==> src/rtl/fetch_pkg.sv <==
// Shared types and defaults for the fetch-stage sequencer.
// Holds the sequencer state enum and counter/address width defaults.
package fetch_pkg;

    localparam int WIDTH_DEF = 32;
    localparam int CNT_W_DEF = 16;

    typedef enum logic [1:0] {
        BOOT,
        RUN,
        MISS,
        REDIR
    } fetch_state_t;

endpackage

==> src/rtl/sat_counter.sv <==
// Saturating up-counter: counts cycles with inc = 1, sticks at all-ones.
// Ports: clk, rst (async active-low), inc, cnt[CNT_W].
module sat_counter
    import fetch_pkg::*;
#(
    parameter int CNT_W = CNT_W_DEF
) (
    input  logic             clk,
    input  logic             rst,
    input  logic             inc,
    output logic [CNT_W-1:0] cnt
);

    localparam logic [CNT_W-1:0] ONE = {{(CNT_W-1){1'b0}}, 1'b1};

    always_ff @(posedge clk or negedge rst) begin
        if (!rst) begin
            cnt <= '0;
        end else if (inc && (cnt != '1)) begin
            cnt <= cnt + ONE;
        end
    end

endmodule

==> src/rtl/fetch_ctrl.sv <==
// Fetch-stage sequencer: PC enable/select, IF/ID and ID/EX controls.
// Ports: clk, rst, load_stall, branch_*, imem_ready -> imem_req, pc_*, if_id_*, id_ex_flush, counters.
module fetch_ctrl
    import fetch_pkg::*;
#(
    parameter int WIDTH = WIDTH_DEF,
    parameter int CNT_W = CNT_W_DEF
) (
    input  logic             clk,
    input  logic             rst,
    input  logic             load_stall,
    input  logic             branch_taken,
    input  logic [WIDTH-1:0] branch_target,
    input  logic             imem_ready,
    output logic             imem_req,
    output logic             pc_en,
    output logic             pc_src,
    output logic [WIDTH-1:0] pc_target,
    output logic             if_id_en,
    output logic             if_id_flush,
    output logic             id_ex_flush,
    output logic [CNT_W-1:0] stall_cnt,
    output logic [CNT_W-1:0] redirect_cnt
);

    fetch_state_t     state_q;
    fetch_state_t     state_d;
    logic [WIDTH-1:0] held_q;
    logic [WIDTH-1:0] held_d;
    logic             stall_inc;
    logic             redir_inc;

    always_ff @(posedge clk or negedge rst) begin
        if (!rst) begin
            state_q <= BOOT;
            held_q  <= '0;
        end else begin
            state_q <= state_d;
            held_q  <= held_d;
        end
    end

    always_comb begin
        imem_req    = 1'b0;
        pc_en       = 1'b0;
        pc_src      = 1'b0;
        pc_target   = held_q;
        if_id_en    = 1'b0;
        if_id_flush = 1'b0;
        id_ex_flush = 1'b0;
        state_d     = state_q;
        held_d      = held_q;

        unique case (state_q)
            BOOT: begin
                if_id_flush = 1'b1;
                id_ex_flush = 1'b1;
                state_d     = RUN;
            end

            RUN: begin
                imem_req = 1'b1;
                if (branch_taken) begin
                    pc_src      = 1'b1;
                    pc_target   = branch_target;
                    if_id_flush = 1'b1;
                    id_ex_flush = 1'b1;
                    if (imem_ready) begin
                        pc_en = 1'b1;
                    end else begin
                        // fetch still in flight: park the target
                        held_d  = branch_target;
                        state_d = REDIR;
                    end
                end else if (load_stall) begin
                    id_ex_flush = 1'b1;
                end else if (imem_ready) begin
                    pc_en    = 1'b1;
                    if_id_en = 1'b1;
                end else begin
                    if_id_flush = 1'b1;
                    state_d     = MISS;
                end
            end

            MISS: begin
                imem_req = 1'b1;
                if (branch_taken) begin
                    held_d      = branch_target;
                    if_id_flush = 1'b1;
                    id_ex_flush = 1'b1;
                    state_d     = REDIR;
                end else begin
                    if (imem_ready) begin
                        state_d = RUN;
                    end
                    if (load_stall) begin
                        // hold IF/ID rather than bubble it
                        id_ex_flush = 1'b1;
                    end else if (imem_ready) begin
                        pc_en    = 1'b1;
                        if_id_en = 1'b1;
                    end else begin
                        if_id_flush = 1'b1;
                    end
                end
            end

            REDIR: begin
                imem_req    = 1'b1;
                if_id_flush = 1'b1;
                if (branch_taken) begin
                    // newest redirect replaces the parked one
                    held_d      = branch_target;
                    id_ex_flush = 1'b1;
                end else if (imem_ready) begin
                    pc_en   = 1'b1;
                    pc_src  = 1'b1;
                    state_d = RUN;
                end
            end

            default: begin
                state_d = BOOT;
            end
        endcase
    end

    assign stall_inc = !pc_en && (state_q != BOOT);
    assign redir_inc = pc_en && pc_src;

    sat_counter #(.CNT_W(CNT_W)) u_stall_cnt (
        .clk (clk),
        .rst (rst),
        .inc (stall_inc),
        .cnt (stall_cnt)
    );

    sat_counter #(.CNT_W(CNT_W)) u_redirect_cnt (
        .clk (clk),
        .rst (rst),
        .inc (redir_inc),
        .cnt (redirect_cnt)
    );

endmodule

==> config.mk <==
export PLATFORM = sky130hd
export DESIGN_NAME = fetch_ctrl
export DESIGN_NICKNAME = d
export VERILOG_FILES = /design/src/rtl/fetch_pkg.sv /design/src/rtl/sat_counter.sv /design/src/rtl/fetch_ctrl.sv
export SDC_FILE = /design/constraint.sdc
export NUM_CORES = 1
export LEC_CHECK = 0
export ABC_CLOCK_PERIOD_IN_PS = 2700
export CAP_MARGIN = 20
export CORE_MARGIN = 10
export CORE_UTILIZATION = 28
export CTS_CLUSTER_SIZE = 28
export DETAILED_ROUTE_END_ITERATION = 10
export HOLD_SLACK_MARGIN = 0.03
export SLEW_MARGIN = 20
export SYNTH_ARGS = -nofsm -noshare
export SYNTH_HDL_FRONTEND = slang
export SYNTH_SLANG_ARGS = --single-unit
==> constraint.sdc <==
create_clock -name clk -period 2.7 [get_ports clk]
set_input_delay 0.27 -clock clk [delete_from_list [all_inputs] [get_ports clk]]
set_output_delay 0.27 -clock clk [all_outputs]
set_load 0.03 [all_outputs]
### After elaboration in Yosys (flattened, before gate mapping)

Cells that the tools add are included.

| storage, ports and cells | value |
|---|---|
| flip-flop bits (word level) | 66 |
| input port bits | 37 |
| output and inout port bits | 70 |
| logic and storage cells | 59 |

| cells by class | value |
|---|---|
| add/subtract/negate cells | 2 |
| eq/ne operators | 9 |
| muxes and demuxes | 30 |
| reductions and logical operators | 14 |

Operators by type and width:

| cell | count |
|---|---|
| two-way mux 32 bit | 4 |
| case mux 32 bit (2 select lines) | 1 |
| adder 16 x 1 -> 16 bit, second input constant | 2 |
| inequality test 16 bit, second input constant | 2 |
| two-way mux 2 bit | 7 |
| two-way mux 1 bit | 13 |
| case mux 2 bit (4 select lines) | 1 |
| inequality test 2 bit, second input constant | 3 |
| case mux 1 bit (3 select lines) | 2 |
| AND reduction 3 bit | 2 |
| OR reduction 2 bit | 3 |
| equality test 2 bit, second input constant | 2 |
| logical AND 1 bit | 4 |
| case mux 1 bit (2 select lines) | 2 |
| nonzero test 2 bit | 2 |
| inequality test 3 bit, second input constant | 1 |
| OR reduction 3 bit | 1 |
| equality test 2 x 1 -> 1 bit, second input constant | 1 |
| zero test 2 bit | 1 |
| zero test 1 bit | 1 |

### Longest topological paths before layout

| depth | value |
|---|---|
| word-level depth | 7 |
| mapped depth | 9 |

### Hierarchy

Synthesis repeated with hierarchy kept, for this count alone.

| unflattened totals | value |
|---|---|
| cell total of the unflattened synthesis | 290 |
| area, all modules | 3627.2 um^2 |

By module, submodules not included:

| module | instances | cells each | area each (um^2) |
|---|---|---|---|
| fetch_ctrl | 1 | 146 | 1985.7 |
| sat_counter at u_redirect_cnt | 1 | 72 | 859.6 |
| sat_counter at u_stall_cnt | 1 | 72 | 782.0 |

### Worst setup path after synthesis

Ideal clock, no wire load.

| path | value |
|---|---|
| path kind | flip-flop to flip-flop |
| start point | reg u_stall_cnt.cnt[0] |
| end point | reg u_stall_cnt.cnt[1] |
| arrival | 1.986 ns |
| slack | 0.587 ns |
| cell stages (with the launch flop) | 7 |
| period minus slack after synthesis | 2.113 ns |
| cells stage by stage | dfrtp_1 > ha_1 > nand3_1 > or3_1 > o221ai_2 > buf_6 > mux2_1 |

| on the way | value |
|---|---|
| word-level cells in the longest chain between the ends | 2 |
| elaborated cells on any way between the ends | 3 |

RTL lines:

| item | line | text |
|---|---|---|
| start: declaration | sat_counter.sv:11 | `output logic [CNT_W-1:0] cnt` |
| start signal: assignment | sat_counter.sv:20 | `cnt <= cnt + ONE;` |
| parallel branches: the longest is 2 deep, another holds adder 16 x 1 -> 16 bit | -- |  |

Several ways; the timed one is not identified.
A chain may end at the register's enable or synchronous reset.

### Final worst setup path

| path | value |
|---|---|
| start point | reg state_q[1] |
| end point | out pc_target[23] |

| on the way | value |
|---|---|
| word-level cells in the longest chain between the ends | 2 |

RTL lines:

| item | line | text |
|---|---|---|
| start: declaration | fetch_ctrl.sv:26 | `fetch_state_t state_q;` |
| start signal: assignment | fetch_ctrl.sv:38 | `state_q <= state_d;` |
| equality test 2 x 1 -> 1 bit | fetch_ctrl.sv:54 | `unique case (state_q)` |
| two-way mux 32 bit | fetch_ctrl.sv:54 |  |
| end: declaration | fetch_ctrl.sv:18 | `output logic [WIDTH-1:0] pc_target,` |

No other way between the ends.

==> flow_results.org <==
** Run status
- Outcome :: completed

** Floorplanning
- Measured along the y axis, the die boundary spans 130.7 µm.
- Effective utilization at floorplan :: 28.54%
- After floorplanning, the core was sized to cover 12010 µm².
- The initialized floorplan defines 40 standard-cell rows.
- Top Ports :: 107
- Measured along the x axis, the die boundary spans 130.7 µm.
- Die area :: 17070 µm²

** Final layout
- Count of fill cells added during filler insertion :: 1196
- Of the cells placed in the final design, the portion with a size suffix greater than 1 is 25.19%.
- Synthesis-to-layout area growth :: 44.96%
- Once layout is complete, the cells apart from fillers number 552.
- 0 antenna diodes ended up in the layout.
- The final layout contains 446 nets.
- The finished cells cover 4970 µm².

** Route
- Before antenna repair, the detailed router went through 4 iterations.
- The final route contains 2561 vias.
- Using the TritonRoute via totals, the vias-per-cell ratio works out to 4.639.
- Number of violations reported at the end of detailed-routing iteration 0 :: 137
- Detailed-route wire length per cell :: 15.27 µm
- Post-detailed-route DRC marker count :: 0
- Once detail routing completed, the nets flagged for antenna violations numbered 0.
- Overall routed net length :: 8.431 mm

** Synthesis
- Post-synthesis sequential area ratio :: 48.18%
- Area fraction of the dominant cell type after synthesis :: 48.18%
- Number of enable flip-flop cells after synthesis :: 0
- In this run the mean area of a mapped cell was 11.90 µm².
- By area the synthesized netlist is led by dfrtp_1 (48%), mux2_2 (22%), xor2_1 (4.3%).
- Total of flip-flops plus latches after synthesis :: 66
- Most instantiated cells after synthesis :: dfrtp_1 (66), mux2_2 (66), nand2_1 (18)
- The synthesized netlist occupies a cell area of 3428 µm².
- Distinct cell type count of the synthesized netlist :: 40
- Post-Syn Instances :: 288
- Post-Synthesis Net Count :: 333
- Share of flip-flops with an asynchronous set or reset after synthesis :: 100.0%
- Post-synth top area cell :: dfrtp_1
- Number of warnings issued by yosys :: 0
- Among all flip-flop cells after synthesis, the most frequent one is dfrtp_1.

** STA
- At the pin with the least slew margin, the transition time is 0.7468 ns.
- Setup slack on the critical path of the routed design comes to 0.1636 ns.
- Setup violations remaining at the end of the flow were counted as 0.
- Post-Route Skew :: 0.004371 ns
- Shortest clock period the worst path allows after layout :: 2.536 ns
- On the final layout, the worst hold slack is 0.01104 ns.
- The hold violation count in the final report came to 0.
- Measured against its own limit, the worst slew margin works out to 50.21%.
- The max-slew violation count is 0.
- Setup repair after global routing left no endpoint under its margin.
- Adding up every negative setup slack in the final design gives 0 ns.
- Upper clock frequency limit :: 0.3943 GHz
- In the finished design, the share of the clock period the worst path needs comes to 93.94%.

** Global route
- GRT met3 Usage :: 4.512%
- Antenna violations before repair :: 0
- Met1 capacity usage during global routing :: 12.48%
- Overflow left after global routing :: 0
- Grt peak-use layer :: met2
- Vias in the first global route :: 2755
- Global routing consumed, on the met2 layer, 16.41% of the routing resources.
- Global routing used 10.40% of the available tracks across all layers.
- Maximum number of pins on one net before global-route repair :: 37
- Wire length of the first global-routing pass :: 14.23 mm

** Critical path
- The slowest stage of the critical path belongs to the cell dfrtp_1.
- Number of cell instances on the worst register-to-register path :: 8
- Data on the critical path is required at its endpoint by 2.43 ns.
- The endpoint identified for the worst register-to-register timing path is u_redirect_cnt.cnt[15]$_DFFE_PN0P_.
- Critical register-to-register path startpoint :: state_q[1]$_DFFE_PN0P_
- Reg-to-reg slack, setup :: 0.47 ns
- Crit. Startpoint :: state_q[1]$_DFFE_PN0P_
- Of all nets on the critical path, the largest fanout is 34.
- Kind of start point of the critical path :: flip-flop
- Largest stage delay, worst path :: 0.43 ns
- The most critical setup path has its endpoint at pc_target[23].
- The setup path with the least slack is of type flip-flop to output pin.
- Critical Path End Type :: output pin
- For the worst setup path, the data arrival time is 2.27 ns.
- Walking the worst path, the cells encountered are inv_1 > ha_2 > and2_4 > buf_12 > mux2_2 > dlygate4sd2_1.

** Clock tree
- Maximum count of clock buffers along a single path :: 2
- Clock-pin slew was measured on the worst setup and hold paths at 0.05 ns.
- In this run the clock root is driven by a clkbuf_16.
- The H-tree was split into 3 levels.
- TritonCTS built the clock tree.
- Clock insertion delay at the later pin of the skew report :: 0.32 ns
- In this run the post-CTS setup repair buffer count came out at 0.
- Total clock buffers created by CTS :: 9
- Number of sinks on the clock net :: 66

** Placement
- Counting tap cells, the placed design contains a total of 537 instances.
- Routability-driven placement finished with a final weighted congestion of 0.7050.
- Quantity of I/O buffers inserted on ports :: 106
- The placed instances occupy a cell area of 4702 µm².
- Before CTS, the worst setup slack after placement is 0.1496 ns.
- The wire-length estimate of the detail-placed layout is 6.309 mm.

** Power and ir drop
- In this run the power density over the cells is 1159 nW/µm².
- Combinational logic is responsible for 52.0% of the overall power.
- In this run the power spent charging and discharging nets is 0.002308 W.
- Static Leakage :: 2.171 nW
- Cell internal power was estimated by the tool at 0.003453 W.
- Worst-case vdd ir drop :: 0.7117 mV
- Clock network power share :: 20.4%
- The share of total power dissipated in sequential elements is 27.6%.
- Net switching is 40.07% of the power.

** Worst hold path
- The path class of the tightest hold or removal check is input port to asynchronous set/reset pin.

** Flow run
- Across the run, the number of max-cap violations was 0.
[layout by cell type, fill, tap and decap left out, types with 2 or more instances in the layout]
cell              n
ha_1              7
clkbuf_16         9
nor3_1            7
nand2b_1          4
and3_1            2
clkbuf_8          3
nor2_2            2
xor2_1           17
buf_4             5
nor3_2            3
and2b_1           2
nor2_1           12
and4_1            2
dfrtp_1          66
nand2_1          18
inv_1             9
o21ai_0           7
a21o_1            2
a21oi_1           2
buf_12            3
nand4_1           8
mux2_2           66
clkdlybuf4s50_1  71
nor4_1            3
xnor2_1          11
nand3_1          12
dlygate4sd2_1    32
[routing by layer]
metal  wire, µm  vias up
li1           -     1242
met1       3638     1249
met2       4004       62
met3        683        8
met4        104        0
met5          0        -
[worst max-delay path, delay by kind of cell, from the launching register on]
| family | cells | cell delay (ns) |
|---|---|---|
| DFF | 1 | 0.43 |
| buffers and inverters | 3 | 0.70 |
| and+or+nand+nor | 1 | 0.17 |
| muxes | 1 | 0.37 |
| adders and majority gates | 1 | 0.26 |
[stage by stage]
stage / utilization, % / total power (W)
finish: 41.38 / 0.005761
floorplan: - / 0.003661
detailed placement: 39.15 / 0.004867
global placement: 39.15 / 0.004827
CTS: 41.38 / 0.005882
global route: 41.38 / 0.006174
[cell type report]
cell class	instances	area (µm²)	share of cell area, %
Timing Repair Buffer	112	1094	22.00
Clock buffer	13	270.3	5.438
Inverter	9	33.78	0.6798
Sequential cell	66	1652	33.23
Clock inverter	2	35.03	0.7049
Multi-Input combinational cell	203	1702	34.24
Tap cell	147	183.9	3.701
[sequential cells by signal, indices dropped and copies added (netlist names)]
name and cells:
held_q 32, state_q 2, u_redirect_cnt.cnt 16, u_stall_cnt.cnt 16
[logic make-up after synthesis]
group / share of synthesized area [%]
buf+inv: 2.774
compound gates: 4.161
simple gates: 12.81
fa+ha+maj: 2.920
mux: 22.01
xor+xnor: 7.153
flops: 48.18
[what timing repair did]
| action | 4_1_cts | 5_1_grt |
|---|---|---|
| resized for setup | 33 | 0 |
| hold buffers | 0 | 0 |
| setup endpoints to repair | 32 | 0 |
[power groups by stage]
stage	combinational (W)	sequential (W)	clock, W
floorplan	0.00195	0.00171	0
global placement	0.00323	0.00160	0
detailed placement	0.00326	0.00161	0
CTS	0.00306	0.00160	0.00123
global route	0.00325	0.00166	0.00127
finish	0.00299	0.00159	0.00118
[how the worst min path moves through the flow]
stage                     from                               to  slack (ns)  cells past startpoint
after floorplan            rst            held_q[0]$_DFFE_PN0P_       -0.03                      0
after global placement     rst  u_stall_cnt.cnt[11]$_DFFE_PN0P_        0.39                      1
after detailed placement   rst  u_stall_cnt.cnt[11]$_DFFE_PN0P_        0.39                      1
after CTS                  rst   u_stall_cnt.cnt[9]$_DFFE_PN0P_        0.04                      1
after global routing       rst  u_stall_cnt.cnt[10]$_DFFE_PN0P_        0.07                      1
final                      rst  u_stall_cnt.cnt[12]$_DFFE_PN0P_        0.01                      1
(Power assumes the default switching activity.)
